$ cat config.mk
export PLATFORM = sky130hd
export DESIGN_NAME = mem_copy_engine
export DESIGN_NICKNAME = d
export VERILOG_FILES = /design/src/rtl/mem_copy_engine.sv
export SDC_FILE = /design/constraint.sdc
export NUM_CORES = 1
export LEC_CHECK = 0
export CORE_ASPECT_RATIO = 0.7
export CORE_UTILIZATION = 40
export CTS_CLUSTER_DIAMETER = 150
export DETAILED_ROUTE_END_ITERATION = 8
export GPL_ROUTABILITY_DRIVEN = 1
export PLACE_DENSITY = 0.76
export REMOVE_ABC_BUFFERS = 1
export SYNTH_ARGS = -nofsm -noshare
export SYNTH_HDL_FRONTEND = slang
export SYNTH_SLANG_ARGS = --single-unit
$ cat constraint.sdc
create_clock -name clk -period 2.44 [get_ports clk]
set_clock_uncertainty 0.15 [all_clocks]
set_input_delay 0.488 -clock clk [delete_from_list [all_inputs] [get_ports clk]]
set_output_delay 0.488 -clock clk [all_outputs]
set_load 0.03 [all_outputs]
$ cat src/rtl/mem_copy_engine.sv
// Byte-serial memory copy engine: reads one byte, writes it, advances both
// pointers, and pulses done when the requested length has been moved.
// Optional feature macro: MEM_COPY_CHECKSUM_EN adds a running modulo checksum output.
module mem_copy_engine #(
    parameter int unsigned ADDR_W = 8,
    parameter int unsigned DATA_W = 8
) (
    input  logic              clk,
    input  logic              rst_n,
    input  logic              start,
    input  logic [ADDR_W-1:0] src_addr,
    input  logic [ADDR_W-1:0] dst_addr,
    input  logic [ADDR_W-1:0] length,
    output logic              busy,
    output logic              done,
    output logic              memWrite,
    output logic              memRead,
    output logic [ADDR_W-1:0] address,
    output logic [DATA_W-1:0] data,
    input  logic [DATA_W-1:0] out
`ifdef MEM_COPY_CHECKSUM_EN
    ,
    output logic [DATA_W-1:0] checksum
`endif
);

    typedef enum logic [1:0] {StIdle, StRead, StWrite, StDone} state_e;

    state_e            state_q, state_d;
    logic [ADDR_W-1:0] src_q, src_d;
    logic [ADDR_W-1:0] dst_q, dst_d;
    logic [ADDR_W-1:0] cnt_q, cnt_d;
    logic [DATA_W-1:0] byte_q, byte_d;

`ifdef MEM_COPY_CHECKSUM_EN
    logic [DATA_W-1:0] sum_q, sum_d;
    assign checksum = sum_q;
`endif

    // State and datapath registers; async reset clears everything.
    always_ff @(posedge clk or negedge rst_n) begin
        if (!rst_n) begin
            state_q <= StIdle;
            src_q   <= '0;
            dst_q   <= '0;
            cnt_q   <= '0;
            byte_q  <= '0;
`ifdef MEM_COPY_CHECKSUM_EN
            sum_q   <= '0;
`endif
        end else begin
            state_q <= state_d;
            src_q   <= src_d;
            dst_q   <= dst_d;
            cnt_q   <= cnt_d;
            byte_q  <= byte_d;
`ifdef MEM_COPY_CHECKSUM_EN
            sum_q   <= sum_d;
`endif
        end
    end

    // Next-state, datapath updates and memory strobes decoded from the current state.
    always_comb begin
        state_d  = state_q;
        src_d    = src_q;
        dst_d    = dst_q;
        cnt_d    = cnt_q;
        byte_d   = byte_q;
`ifdef MEM_COPY_CHECKSUM_EN
        sum_d    = sum_q;
`endif
        busy     = 1'b1;
        done     = 1'b0;
        memRead  = 1'b0;
        memWrite = 1'b0;
        address  = '0;
        data     = '0;

        unique case (state_q)
            StIdle: begin
                busy = 1'b0;
                if (start) begin
                    src_d   = src_addr;
                    dst_d   = dst_addr;
                    cnt_d   = length;
`ifdef MEM_COPY_CHECKSUM_EN
                    sum_d   = '0;
`endif
                    state_d = (length != '0) ? StRead : StDone;
                end
            end
            StRead: begin
                memRead = 1'b1;
                address = src_q;
                byte_d  = out;
`ifdef MEM_COPY_CHECKSUM_EN
                sum_d   = sum_q + out;
`endif
                state_d = StWrite;
            end
            StWrite: begin
                memWrite = 1'b1;
                address  = dst_q;
                data     = byte_q;
                // Pointers wrap naturally at 2^ADDR_W.
                src_d    = src_q + ADDR_W'(1);
                dst_d    = dst_q + ADDR_W'(1);
                cnt_d    = cnt_q - ADDR_W'(1);
                state_d  = (cnt_q == ADDR_W'(1)) ? StDone : StRead;
            end
            StDone: begin
                done    = 1'b1;
                state_d = StIdle;
            end
            default: state_d = StIdle;
        endcase
    end

endmodule

==> summary.md <==
| Metric | Value |
|---|---|
| Root buf cell | `clkbuf_8` |
| Multiplexer share of the synthesized area | `0.0713` |
| First-pass DRT Iterations | `4` |
| Antenna violations before repair | `0` |
| Nature of the critical path startpoint | `flop` |
| Commonest register cell after synthesis | `dfrtp_1` |
| Peak Freq | `roughly 0.42 GHz` |
| Row cnt | `23` |
| Die Span Y | `67.6 um` |
| Worst hold margin | `approximately 0.36 ns` |
| Place WS | `around 0.25 ns` |
| Die Area | `between 6000 and 7000 um^2` |
| Clock buffer depth | `2` |
| Synth Instances | `278` |
| Commonest non-fill, non-tap cell in the layout | `clkdlybuf4s50_1` |
| # IOs | `55` |
| WL final | `~6500 um` |
| Initial detailed-routing violation count | `148` |
| Mapped cell area | `approximately 2500 um^2` |
| CTS tree | `built` |
| Worst-path cell chain | `inv_1, ha_2, buf_4, a22oi_1, nor2b_1, buf_4` |
| Initial Util | `0.423` |
| Routed vias/inst | `about 5.7` |
| GRT Total Usage | `0.225` |
| Worst reg2reg path endpoint | `cnt_q[7]$_DFFE_PN0P_` |
| Worst hold endpoint | `byte_q[4]$_DFFE_PN0P_` |
| Most frequent cells in the layout | `35 x clkdlybuf4s50_1, 34 x dfrtp_1, 29 x buf_4, 22 x a21oi_1, 20 x o21ai_0` |
| Wirelength per Cell | `around 16 um` |
| Final HPWL from detailed placement | `between 4000 and 5000 um` |
| Final min period | `between 2 and 2.5 ns` |
| Post-CTS repair timing setup buffer count | `0` |
| Synth async-reset ratio | `1.00` |
| Hold Buf Count CTS | `0` |
| Nets@finish | `about 370` |
| H-tree levels | `2` |
| CP Capture Type | `output pin` |
| Routed via count | `2,322` |
| RePlAce Congestion | `~0.84` |
| Netlist cell types | `50` |
| RSZ-0062 raised after global routing | `true` |
| Most common cell on crit path | `buf_4` |
| Slowest CP cell | `dfrtp_1` |
| Worst Hold Class | `flop to flop` |
| Peak VDD IR | `roughly 0.86 mV` |
| Critical Path AT | `approximately 1.7 ns` |
| Max Slew Vio Count | `0` |
| Largest family of logic cells by synthesized area | `compound AO/OA/AOI/OAI gates` |
| Synth Area in XOR/XNOR | `0` |
| Worst skew pair latency | `around 0.30 ns` |
| Seq/Total Area, Yosys | `0.346` |
| Avg Inst Size Synth | `8.83 um^2` |
| EDFF count, synth | `0` |
| Max_slew headroom | `0.685` |
| Reg2reg start | `state_q[0]$_DFFE_PN0P_` |
| Yosys Warn Count | `0` |
| Max-cap viol count | `0` |
| Worst hold path depth | `1` |
| Largest net degree at the start of global routing | `35` |
| CTS Buf Count | `5` |
| CTS clk-pin slew, worst paths | `~0.08 ns` |
| Critical path type | `flop to output pin` |
| Layout cells sized above 1 | `0.173` |
| N_diodes | `0` |
| Critical path peak fanout | `20` |
| Gr ovfl total | `0` |
| First-pass GRT wire length | `~11,000 um` |
| Post-Synth Simple-Gate Area | `0.209` |
| Worst setup margin | `about 0.075 ns` |
| Vias in the first global route | `2,216` |
| Worst slew pin tran | `0.472 ns` |
| Final period utilization | `0.969` |
| DRT antenna net count | `0` |
| Setup violators final | `0` |
| Status | `finished, final reports clean` |
| FF+latch count, synth | `34` |
| Core Box Area | `5810 um^2` |
| R2R Setup Slk | `around 0.26 ns` |
| Clock sink count | `34` |
| Largest stage delay on the critical path | `around 0.40 ns` |
| Post-synthesis compound-gate area fraction | `0.248` |
| Drt drc | `0` |
| Final hold viol count | `0` |
| Leak pwr | `1.29 nW` |
| Pwr/cell area | `~1400 nW/um^2` |
| Critical Path RT | `about 1.8 ns` |
| Hold path start | `byte_q[4]$_DFFE_PN0P_` |
| Adder-cell share of the synthesized area | `0.0408` |
| I/O Buffers | `54` |
| Worst-case reg-to-reg path depth | `7` |
| Layout area overhead | `25.8%` |
| Die X-Extent | `about 96 um` |
[flip-flops by register name (all words and copies together) (netlist names)]
| register | flops |
|---|---|
| cnt_q | 8 |
| dst_q | 8 |
| state_q | 2 |
| src_q | 8 |
| byte_q | 8 |
[power by group]
group / internal [mW] / switching (mW) / total (mW)
logic: 1.14 / 1.47 / 2.62
clock network: 0.305 / 0.234 / 0.539
registers: 0.856 / 0.354 / 1.21
[layer usage]
metal / global-route usage / up-vias / wire, um
met1: 0.305 / 1110 / 3200
met4: 0.0504 / 0 / 19
met2: 0.356 / 80 / 2870
met3: 0.0653 / 2 / 421
li1: - / 1130 / -
met5: 0 / - / 0
[synth_stat cells (2+ instances only)]
library cell  count  share of area
clkbuf_8          3          0.017
a31oi_1           3         0.0076
o311a_1           4          0.016
and2_1            8          0.020
nor3_1            6          0.012
o211ai_1          3         0.0092
mux2i_1           7          0.029
a21oi_1          22          0.045
o2bb2ai_1         2         0.0071
and2_2            2         0.0061
nor2b_1           7          0.018
inv_1            11          0.017
buf_2            10          0.020
nand3_1          19          0.039
o22ai_1           9          0.023
buf_6             3          0.014
nand4_1           4          0.010
and3_1            4          0.010
a21boi_0          2         0.0061
a22oi_1          10          0.031
o21a_1            3         0.0092
dfrtp_1          34           0.35
buf_4             4          0.012
o221ai_1          5          0.018
clkbuf_1          3         0.0046
and4_1            2         0.0071
nand2_1          17          0.026
o21ai_0          20          0.041
and3_4            2         0.0092
nor2_1           14          0.021
mux2_2            8          0.037
ha_1              8          0.041
o22a_1            2         0.0071
[stage by stage]
stage               TNS [ns]   util  area [um^2]  std cells  power [mW]
global route         -0.0854  0.532         3090        404        4.73
global placement           0  0.511         2970        396        3.74
finish                     0  0.532         3090        404        4.37
CTS                        0  0.530         3080        404        4.35
detailed placement         0  0.511         2970        396        3.81
floorplan             -16.67      -         2290        255        2.94
[worst max-delay path by stage]
stage | start | end | slack [ns] | depth (start not counted)
floorplan | state_q[0]$_DFFE_PN0P_ | address[0] | -0.86 | 4
global placement | start | dst_q[3]$_DFFE_PN0P_ | 0.33 | 6
detailed placement | start | cnt_q[7]$_DFFE_PN0P_ | 0.25 | 5
CTS | state_q[1]$_DFFE_PN0P_ | address[6] | 0.02 | 5
global route | state_q[0]$_DFFE_PN0P_ | address[5] | -0.03 | 6
finish | state_q[0]$_DFFE_PN0P_ | address[7] | 0.07 | 6
[area by class of cell]
type / count / area, um^2
Clock buffer: 6 / 72.6
Clock inverter: 2 / 37.5
Fill cell: 554 / 2720
Inverter: 11 / 41.3
Multi-Input combinational cell: 210 / 1400
Sequential cell: 34 / 851
Tap cell: 75 / 93.8
Timing Repair Buffer: 66 / 592
[cell families (layout without fill, tap and decap cells)]
group / after synthesis / after routing
compound gates: 93 / 93
fa+ha+maj: 8 / 8
buf+inv: 34 / 85
flops: 34 / 34
mux: 16 / 16
simple gates: 93 / 93
[worst max-delay path, delay by kind of cell, from the launching register on]
kind | cells | cell delay (ns)
DFF | 1 | 0.40
buffers and inverters | 3 | 0.52
AOI/OAI and AO/OA | 1 | 0.13
adders and majority gates | 1 | 0.26
and+or+nand+nor | 1 | 0.12
[timing repair]
item,4_1_cts,5_1_grt
resized for setup,0,3
hold endpoints to repair,0,0
endpoints found under the setup margin,0,7
Note: power is estimated with default switching activity, not from simulation.
